===== config.mk =====
export PLATFORM = sky130hd
export DESIGN_NAME = exu_issue_queue_flat
export DESIGN_NICKNAME = d
export VERILOG_FILES = /design/src/rtl/exu_issue_queue_if.sv /design/src/rtl/exu_issue_queue.sv /design/src/flat_wrapper.sv
export SDC_FILE = /design/constraint.sdc
export NUM_CORES = 1
export LEC_CHECK = 0
export ABC_AREA = 1
export BUFFER_PORTS_ARGS = -buffer_cell sky130_fd_sc_hd__buf_4
export CELL_PAD_IN_SITES_DETAIL_PLACEMENT = 1
export CELL_PAD_IN_SITES_GLOBAL_PLACEMENT = 2
export CORE_ASPECT_RATIO = 0.6
export CORE_MARGIN = 4
export CORE_UTILIZATION = 42
export CTS_BUF_LIST = sky130_fd_sc_hd__clkbuf_8
export CTS_CLUSTER_DIAMETER = 150
export CTS_CLUSTER_SIZE = 40
export DETAILED_ROUTE_END_ITERATION = 7
export PLACE_DENSITY = 0.91
export SLEW_MARGIN = 20
export SYNTH_ARGS = -nofsm -noshare
export SYNTH_HDL_FRONTEND = slang
export SYNTH_SLANG_ARGS = --single-unit

===== constraint.sdc =====
create_clock -name clock -period 30.6 [get_ports clock]
set_input_delay 3.06 -clock clock [delete_from_list [all_inputs] [get_ports clock]]
set_output_delay 3.06 -clock clock [all_outputs]
set_load 0.03 [all_outputs]

===== src/rtl/exu_issue_queue_if.sv =====
// Handshake bundle between decode, the issue queue and exu.
// The slave modport is the queue's side; the master modport is the decode/exu side.
interface exu_issue_queue_if #(
    parameter int unsigned DEPTH     = 4,
    parameter int unsigned PAYLOAD_W = 256
);
    localparam int unsigned CNT_W = $clog2(DEPTH) + 1;

    logic                 enq_valid;
    logic                 enq_ready;
    logic [PAYLOAD_W-1:0] enq_payload;
    logic                 issue_valid;
    logic                 issue_ready;
    logic [PAYLOAD_W-1:0] issue_payload;
    logic [CNT_W-1:0]     count;
    logic                 full;
    logic                 empty;

    modport master (
        output enq_valid, enq_payload, issue_ready,
        input  enq_ready, issue_valid, issue_payload, count, full, empty
    );

    modport slave (
        input  enq_valid, enq_payload, issue_ready,
        output enq_ready, issue_valid, issue_payload, count, full, empty
    );
endinterface


===== src/rtl/exu_issue_queue.sv =====
// In-order issue buffer between decode and exu. Holds up to DEPTH opaque uops.
// A flush from the redirect path empties the queue on the next cycle.
module exu_issue_queue #(
    parameter int unsigned DEPTH     = 4,
    parameter int unsigned PAYLOAD_W = 256
) (
    input logic              clock,
    input logic              reset,
    input logic              flush,
    exu_issue_queue_if.slave bus
);
    localparam int unsigned IDX_W = $clog2(DEPTH);
    localparam int unsigned CNT_W = IDX_W + 1;

    logic [PAYLOAD_W-1:0] mem_q [DEPTH];
    logic [CNT_W-1:0]     wr_ptr_q, wr_ptr_d;
    logic [CNT_W-1:0]     rd_ptr_q, rd_ptr_d;
    logic [IDX_W-1:0]     wr_idx, rd_idx;
    logic                 full, empty;
    logic                 enq_fire, deq_fire;

    assign wr_idx = wr_ptr_q[IDX_W-1:0];
    assign rd_idx = rd_ptr_q[IDX_W-1:0];

    // Extra wrap bit distinguishes full from empty when the indices match.
    assign full  = (wr_idx == rd_idx) && (wr_ptr_q[IDX_W] != rd_ptr_q[IDX_W]);
    assign empty = (wr_ptr_q == rd_ptr_q);

    assign enq_fire = bus.enq_valid && bus.enq_ready;
    assign deq_fire = bus.issue_valid && bus.issue_ready && !flush;

    assign bus.enq_ready     = !full && !flush;
    assign bus.issue_valid   = !empty;
    assign bus.issue_payload = mem_q[rd_idx];
    assign bus.count         = wr_ptr_q - rd_ptr_q;
    assign bus.full          = full;
    assign bus.empty         = empty;

    always_comb begin
        wr_ptr_d = wr_ptr_q;
        rd_ptr_d = rd_ptr_q;
        if (flush) begin
            wr_ptr_d = '0;
            rd_ptr_d = '0;
        end else begin
            if (enq_fire) wr_ptr_d = wr_ptr_q + 1'b1;
            if (deq_fire) rd_ptr_d = rd_ptr_q + 1'b1;
        end
    end

    always_ff @(posedge clock) begin
        if (reset) begin
            wr_ptr_q <= '0;
            rd_ptr_q <= '0;
        end else begin
            wr_ptr_q <= wr_ptr_d;
            rd_ptr_q <= rd_ptr_d;
        end
    end

    // Payload storage is intentionally not reset; pointers alone define validity.
    always_ff @(posedge clock) begin
        if (enq_fire && !reset) begin
            mem_q[wr_idx] <= bus.enq_payload;
        end
    end
endmodule


===== src/flat_wrapper.sv =====
// flat-port wrapper written by rule: the top's interface ports become plain ports
module exu_issue_queue_flat 
#(
    parameter int unsigned DEPTH     = 4,
    parameter int unsigned PAYLOAD_W = 256
)
  (clock, reset, flush, bus_enq_valid, bus_enq_payload, bus_issue_ready, bus_enq_ready, bus_issue_valid, bus_issue_payload, bus_count, bus_full, bus_empty);
  exu_issue_queue_if #(.DEPTH(DEPTH), .PAYLOAD_W(PAYLOAD_W)) bus_i ();
  input logic clock;
  input logic reset;
  input logic flush;
  input wire logic [$bits(bus_i.enq_valid)-1:0] bus_enq_valid;
  input wire logic [$bits(bus_i.enq_payload)-1:0] bus_enq_payload;
  input wire logic [$bits(bus_i.issue_ready)-1:0] bus_issue_ready;
  output wire logic [$bits(bus_i.enq_ready)-1:0] bus_enq_ready;
  output wire logic [$bits(bus_i.issue_valid)-1:0] bus_issue_valid;
  output wire logic [$bits(bus_i.issue_payload)-1:0] bus_issue_payload;
  output wire logic [$bits(bus_i.count)-1:0] bus_count;
  output wire logic [$bits(bus_i.full)-1:0] bus_full;
  output wire logic [$bits(bus_i.empty)-1:0] bus_empty;
  assign bus_i.enq_valid = bus_enq_valid;
  assign bus_i.enq_payload = bus_enq_payload;
  assign bus_i.issue_ready = bus_issue_ready;
  assign bus_enq_ready = bus_i.enq_ready;
  assign bus_issue_valid = bus_i.issue_valid;
  assign bus_issue_payload = bus_i.issue_payload;
  assign bus_count = bus_i.count;
  assign bus_full = bus_i.full;
  assign bus_empty = bus_i.empty;
  exu_issue_queue #(.DEPTH(DEPTH), .PAYLOAD_W(PAYLOAD_W)) u_core (.clock(clock), .reset(reset), .flush(flush), .bus(bus_i));
endmodule

**After elaboration in Yosys (flattened, before gate mapping)**

Memory sizes are Yosys's and may differ from the RTL's. A register that Yosys moved wholly into a read port is not among the register bits.
Index checks and enable logic that the tools add are counted.

- Register bits after elaboration: 6
- Memory bits (writable): 1024
- Input port bits: 261
- Output and inout port bits: 263
- Memories: 1

- $add $sub $neg: 3
- Eq/ne operators: 3
- Muxes and demuxes: 4
- Reduce and logical (&&, ||, !) cells: 11

Memory list:

| memory | depth | bits a word | read ports | clocked after memory_dff | wr ports | line | source |
|---|---|---|---|---|---|---|---|
| u_core.mem_q | 4 | 256 | 1 | 1 | 1 | exu_issue_queue.sv:15 | `logic [PAYLOAD_W-1:0] mem_q [DEPTH];` |

Operators with widths:

| cell | number |
|---|---|
| $add 3x1->3 const B | 2 |
| $logic_and 1x1->1 | 6 |
| $logic_not 1->1 | 4 |
| $mux 2 | 2 |
| $eq 3x3->1 | 1 |
| $sub 3x3->3 | 1 |
| $eq 2x2->1 | 1 |
| $mux 1 | 2 |
| $reduce_or 2->1 | 1 |
| $ne 1x1->1 | 1 |

**Logic depth before layout (Yosys ltp)**

Gate-level depths: netlist of the first run.

- Depth after elaboration: 8
- Mapped depth: 9
- Depth with buffers taken out: 9

**Worst setup path before layout of the first run**

OpenSTA, ideal clock, no wires.

- Path kind: input port to flip-flop
- Start point: input port flush
- End point: memory u_core.mem_q[0][0] (enable)
- Library setup time: 1244 ps
- Data arrival time: 21830 ps
- Required time: 29356 ps
- Path slack: 7526 ps
- Stages on the path: 3
- Buffers on the path: 0
- Cells stage by stage: inv_1 > nand3_1 > nor3b_1

- Longest elaborated chain between the ends: 6

RTL lines:

| what | line | source |
|---|---|---|
| start: declaration | flat_wrapper.sv:11 | `input logic flush;` |
| $logic_not 1->1 | exu_issue_queue.sv:32 | `assign bus.enq_ready = !full && !flush;` |
| $logic_and 1x1->1 | exu_issue_queue.sv:32 |  |
| $logic_and 1x1->1 | exu_issue_queue.sv:29 | `assign enq_fire = bus.enq_valid && bus.enq_ready;` |
| $logic_and 1x1->1 | exu_issue_queue.sv:63 | `if (enq_fire && !reset) begin` |
| $mux 1 | exu_issue_queue.sv:63 |  |
| $mux 1 (not written as such) | exu_issue_queue.sv:64 | `mem_q[wr_idx] <= bus.enq_payload;` |
| end: declaration | exu_issue_queue.sv:15 |  |

Every way passes these cells.

==> results of run 1 <==
## path summary, 6_finish.rpt
| path | start | end | slack (ns) | cells past startpoint |
|---|---|---|---|---|
| min reg2reg | u_core.rd_ptr_q[2] | u_core.rd_ptr_q[2] | 0.52 | 2 |
| max | flop | bus_issue_payload[234] | 23.47 | 6 |
| max reg2reg | u_core.wr_ptr_q[0] | u_core.mem_q[1][202] | 26.53 | 9 |
| min | u_core.rd_ptr_q[2] | u_core.rd_ptr_q[2] | 0.52 | 2 |
## kinds of logic (layout without fill, tap and decap cells)
family	after synthesis	after routing	share of synthesized area
and+or+nand+nor	551	551	0.05482
xor gates and xnor gates	1	1	0.0002290
other	0	11	0
adders and majority gates	8	8	0.002813
DFF	1032	1032	0.8080
buffers and inverters	184	603	0.02492
AOI/OAI and AO/OA	771	771	0.1092
## sequential cells by signal (all words and copies together) (netlist names), named ones only
signal           flops
u_core.mem_q      1024
u_core.wr_ptr_q      3
u_core.rd_ptr_q      3
## synthesized netlist by cell type (2+ instances only)
library cell	count
o22ai_1	256
inv_1	14
buf_2	59
buf_6	16
nor3b_1	3
nand4_1	3
nand2_1	19
edfxtp_1	1024
dfxtp_1	8
clkbuf_1	79
buf_4	14
ha_1	7
nor2_1	520
a21oi_1	3
nor3_1	2
o21ai_0	503
o21ai_1	9
nand3_1	3
## final cells by class
type                            count  area, um^2  area share
Antenna cell                       11       27.53   0.0006312
Clock buffer                       29       399.1    0.009153
Clock inverter                     11       46.29    0.001062
Inverter                           15       73.82    0.001693
Multi-Input combinational cell   1331        6412      0.1470
Sequential cell                  1032       30920      0.7090
Tap cell                         1218        1524     0.03495
Timing Repair Buffer              548        4208     0.09649
## routing by layer
layer,share of wire,vias to the layer above,wire length (um)
li1,-,10380,-
met1,0.40,11900,40220
met2,0.51,540,50830
met3,0.060,117,6011
met4,0.026,10,2611
met5,0.00065,-,65
## stage by stage
stage	setup WS [ns]	hold WS, ns
6_report	23.47	0.5240
5_1_grt	22.93	0.5629
3_3_place_gp	24.09	0.4769
2_1_floorplan	7.526	0.4584
3_5_place_dp	24.09	0.4959
4_1_cts	23.15	0.5212
## layout by cell type, fill, tap and decap left out, types with 2 or more instances in the layout
| master | count |
|---|---|
| o22ai_1 | 256 |
| nand4_1 | 3 |
| dfxtp_1 | 6 |
| clkbuf_8 | 29 |
| o21ai_0 | 503 |
| nor3b_2 | 3 |
| nor2_1 | 520 |
| nand3_1 | 3 |
| buf_12 | 5 |
| buf_4 | 539 |
| inv_6 | 2 |
| o21ai_1 | 9 |
| diode_2 | 11 |
| dfxtp_4 | 2 |
| inv_1 | 23 |
| edfxtp_1 | 1024 |
| buf_6 | 3 |
| nand2_1 | 19 |
| a21oi_1 | 3 |
| ha_1 | 7 |
## tightest hold or removal path: cells and delay by family, from the launching register on
kind            cells  cell delay, ns
compound gates      1            0.06
buf+inv             1            0.08
flops               1            0.38
## power breakdown
group	switching (uW)	internal [uW]	leakage [uW]	total (uW)
sequential	4.34	1570	0.00932	1570
combinational	130	67.9	0.00505	198
clock	370	88.4	0.000266	459
==> results.py, run 1 <==
metrics = {
    "synthesis": {
        "yosys.area.top_type_share": 0.8038,
        "syn_area_per_cell_um2": 15.02,
        "synth_edf_count": 1024,
        "seq_area_frac_synth": 0.8080,
        "synth_top_area_cell": "edfxtp_1",
        "syn_inst": 2547,
        "synth_cell_type_count": 23,
        "synth_area_leaders": "edfxtp_1, o21ai_0, nor2_1, o22ai_1, clkbuf_1",
        "syn-num-nets": 2816,
        "synthFlopType": "edfxtp_1",
        "synthArstFlopShare": 0,
        "synth-warning-count": 0,
        "ys_seq_elements": 1032,
        "syn_area_mm2": 0.03826,
    },
    "drt": {
        "drc": 0,
        "vias": 22950,
        "viasPerCell": 5.471,
        "drtPass1Iterations": 5,
        "drtIter0Drc": 1695,
        "drt_wl_total_mm": 99.74,
        "wl_per_cell_um": 23.78,
        "ant_nets": 0,
    },
    "die": {
        "die_height_um": 241.8,
        "initial_core_util": 0.4252,
        "coreArea_mm2": 0.08997,
        "die_w_um": 397.6,
        "fp-row-count": 85,
        "ioPinCount": 524,
        "dieArea_mm2": 0.09614,
    },
    "timing": {
        "finalSetupViolations": 0,
        "fin_crit_ns": 7.133,
        "clock_skew_ns": 0.02633,
        "fmax_mhz": 140.2,
        "grt_setup_unrepaired": "no",
        "finalSetupTns_ns": 0,
        "worstMarginPinSlew_ns": 1.152,
        "slew_violations": 0,
        "period_share": 0.2331,
        "hold_viol": 0,
        "slew_headroom": 0.2317,
    },
    "clock_tree": {
        "cts_hold_buf": 0,
        "path_clk_slew_ns": 0.22,
        "post_cts_resize_count": 0,
        "clock-sinks": 1032,
        "h-tree-depth": 1,
        "cts_max_path_buffers": 3,
        "root_buffer": "clkbuf_8",
        "cts_setup_buffers": 0,
        "clk_latency_ns": 0.78,
        "cts_buffers": 29,
        "cts_tree": "yes",
    },
    "final_layout": {
        "layoutNonFillerInstCount": 4195,
        "fin_area_mm2": 0.04361,
        "fin_util": 0.4847,
        "layout-drive-gt1-share": 0.1976,
        "fin_nets": 3226,
        "n_fill_cell": 8932,
        "syn2layout_area_growth_pct": 13.99,
    },
    "worst_setup_path": {
        "crit_arrival_ns": 4.07,
        "crit_buf_inv": 4,
        "critPathSlowestCell": "buf_4",
        "cp_common_cell": "buf_4",
        "max_stage_delay_ns": 0.86,
        "cp-end-kind": "output port",
        "crit_family": "buffers and inverters",
        "cp.required_ns": 27.54,
        "crit_type": "flop to output port",
        "path_cells": "inv_12 > buf_4 > buf_4 > o21ai_0 > o22ai_1 > buf_4",
        "cp-start-kind": "flop",
        "crit_path_max_fanout": 214,
    },
    "global_route": {
        "grt_busiest_layer": "met2",
        "use_met1": 0.2538,
        "gr-total-overflow": 0,
        "grt_max_degree": 248,
        "use_met2": 0.3459,
        "grt_use_total": 0.1988,
        "grtUsageMet3": 0.04379,
        "antenna_found_initial": 15,
        "grt_pass1_wl_mm": 149.0,
        "grt_pass1_vias": 24240,
    },
    "status": {
        "outcome": "finished, final reports clean",
    },
    "run": {
        "max-cap-violations": 0,
    },
    "placement": {
        "place_congestion": 0.7628,
        "hpwlAfterDp_mm": 59.84,
        "port_buffers": 523,
        "dpl_cell_area_mm2": 0.04310,
        "post-place-cells": 4143,
    },
    "power": {
        "finalPower_uw": 2230,
        "irDropWorstVdd_uv": 59.58,
        "power_density_mw_per_mm2": 51.13,
        "leakagePower_uw": 0.01464,
    },
    "min_path": {
        "hold_path.class": "flop to flop",
    },
}
Note: power is estimated with default switching activity, not from simulation.
==> inputs of run 2 (changes only) <==
==> constraint.sdc (replaced) <==
create_clock -name clock -period 7 [get_ports clock]
set_input_delay 0.7 -clock clock [delete_from_list [all_inputs] [get_ports clock]]
set_output_delay 0.7 -clock clock [all_outputs]
set_load 0.03 [all_outputs]
==> run 2 against run 1 <==
Count of clock-buffer cells in the layout stayed put. Sequential share of layout area is 0.51 points lower. Routed wire length is 1.2% higher. Clock skew is 0.0049 ns higher. Global-route usage is 0.31 points higher. Worst setup slack worse by 21 ns. Non-clock buffer count is 20 higher. Sequential power grew to 4.4 times the previous value. Sequential cell count stayed put. Critical endpoint is now bus_issue_payload[122]. Largest cell class unchanged. Highest routed layer unchanged.
==> results.py, run 2 (synthesized netlist as in run 1, its figures left out) <==
metrics = {
    "timing": {
        "fmax_mhz": 207.1,
        "worstMarginPinSlew_ns": 1.308,
        "hold_viol": 0,
        "grt_setup_unrepaired": "no",
        "slew_violations": 0,
        "finalSetupViolations": 0,
        "period_share": 0.6897,
        "slew_headroom": 0.1281,
        "clock_skew_ns": 0.03119,
        "fin_crit_ns": 4.828,
    },
    "worst_setup_path": {
        "crit_type": "flop to output port",
        "crit_arrival_ns": 4.13,
        "reg2reg_depth": 9,
        "cp-end-kind": "output port",
        "path_cells": "clkinv_8 > buf_4 > o21ai_0 > o22ai_1 > buf_4",
        "crit_family": "buffers and inverters",
        "cp.required_ns": 6.30,
        "cp-start-kind": "flop",
        "regToRegSetupSlack_ns": 3.59,
        "timing.rr.end": "u_core.mem_q[1][10]",
        "max_stage_delay_ns": 0.87,
        "cp_common_cell": "buf_4",
        "critPathSlowestCell": "dfxtp_4",
        "crit_path_max_fanout": 231,
        "r2r_start": "u_core.wr_ptr_q[0]",
        "crit_buf_inv": 3,
    },
    "power": {
        "power_density_mw_per_mm2": 223.0,
        "leakagePower_uw": 0.01476,
        "irDropWorstVdd_uv": 168.6,
        "finalPower_uw": 9797,
    },
    "final_layout": {
        "final_common_cell": "edfxtp_1",
        "multi_input_area_mm2": 0.006480,
        "n_fill_cell": 8974,
        "layout-drive-gt1-share": 0.2001,
        "top_register": "u_core.mem_q",
        "reg_top3": "u_core.mem_q (1024), u_core.rd_ptr_q (3), u_core.wr_ptr_q (3)",
        "area.sequential_mm2": 0.03092,
        "layoutNonFillerInstCount": 4220,
        "layout_common_cells": "edfxtp_1, buf_4, nor2_1, o21ai_0, o22ai_1",
        "fin_nets": 3246,
        "fin_area_mm2": 0.04393,
        "syn2layout_area_growth_pct": 14.84,
        "largest_reg_flops": 1024,
    },
    "drt": {
        "drc": 0,
        "drt_wl_total_mm": 100.9,
        "drtPass1Iterations": 5,
        "vias": 23150,
        "viasPerCell": 5.485,
        "drtIter0Drc": 1839,
        "wl_per_cell_um": 23.92,
        "ant_nets": 0,
    },
    "min_path": {
        "hold_path.class": "input port to flop",
        "min_to": "u_core.mem_q[0][65]",
        "worstHoldPathCells": 1,
        "hold_start": "bus_enq_payload[65]",
    },
    "die": {
        "coreArea_mm2": 0.08997,
        "initial_core_util": 0.4252,
        "die_w_um": 397.6,
        "die_height_um": 241.8,
        "fp-row-count": 85,
        "dieArea_mm2": 0.09614,
        "ioPinCount": 524,
    },
    "clock_tree": {
        "root_buffer": "clkbuf_8",
        "h-tree-depth": 1,
        "cts_max_path_buffers": 3,
        "clock-sinks": 1032,
        "clk_latency_ns": 0.78,
        "cts_setup_buffers": 0,
        "cts_tree": "yes",
        "cts_hold_buf": 20,
        "cts_buffers": 29,
        "path_clk_slew_ns": 0.23,
        "post_cts_resize_count": 0,
    },
    "placement": {
        "dpl_cell_area_mm2": 0.04322,
        "hpwlAfterDp_mm": 61.28,
        "port_buffers": 523,
        "post-place-cells": 4143,
        "place_congestion": 0.7833,
    },
    "global_route": {
        "antenna_found_initial": 14,
        "grt_use_total": 0.2020,
        "grt_pass1_wl_mm": 151.4,
        "grt_pass1_vias": 24700,
        "grt_max_degree": 232,
        "gr-total-overflow": 0,
    },
    "status": {
        "outcome": "finished, final reports clean",
    },
    "run": {
        "max-cap-violations": 0,
    },
}
-- run 2: cell types whose count changed in the layout (fill, tap and decap cells not counted), moves of 3 or more --
cell | before | now
nor3b_4 | 0 | 3
dfxtp_2 | 0 | 4
buf_12 | 5 | 9
dlygate4sd3_1 | 0 | 20
buf_6 | 3 | 0
dfxtp_1 | 6 | 2
nor3b_2 | 3 | 0
-- run 2: area by class of cell --
type	instances	share of cell area
clock inverter	14	0.001396
tap	1218	0.03469
antenna	13	0.0007405
clock buffer	29	0.009085
sequential	1032	0.7039
inverter	15	0.001766
multi-input combinational	1331	0.1475
timing repair buffer	568	0.1009
-- run 2: worst register-to-register path, delay by kind of cell (launching register included) --
family,cells,cell delay [ns]
DFF,1,0.40
buffers and inverters,4,1.79
adders and majority gates,1,0.22
and+or+nand+nor,4,0.55
-- run 2: layer usage --
metal	up-vias	GRT usage	part of all wire
met3	112	0.03202	0.050
li1	10430	-	-
met5	-	0	0.00036
met1	12040	0.2606	0.40
met2	557	0.3559	0.52
met4	6	0.05458	0.026
-- run 2: stage by stage --
stage	setup slack (ns)	TNS [ns]	util	hold WS, ns
4_1_cts	2.207	0	0.4877	0.0003452
3_5_place_dp	3.159	0	0.4803	0.5169
5_1_grt	1.842	0	0.4882	0.002662
2_1_floorplan	-0.9648	-823.33	-	0.4584
3_3_place_gp	3.276	0	0.4802	0.4818
6_report	2.172	0	0.4883	0.09561
-- run 2: worst max-delay path by stage --
stage | startpoint | endpoint | slack (ns) | cells past startpoint
after floorplan | u_core.wr_ptr_q[0] | u_core.mem_q[0][0] | -0.96 | 7
after global placement | flop | bus_issue_payload[62] | 3.28 | 5
after detailed placement | flop | bus_issue_payload[72] | 3.16 | 5
after CTS | flop | bus_issue_payload[72] | 2.21 | 5
after global routing | flop | bus_issue_payload[122] | 1.84 | 5
final | flop | bus_issue_payload[122] | 2.17 | 5
-- run 2: power by group --
| part | internal (uW) | switching (uW) | leakage (uW) |
|---|---|---|---|
| clock network | 390 | 1640 | 0.000277 |
| registers | 6860 | 23.1 | 0.00932 |
| logic | 306 | 580 | 0.00516 |
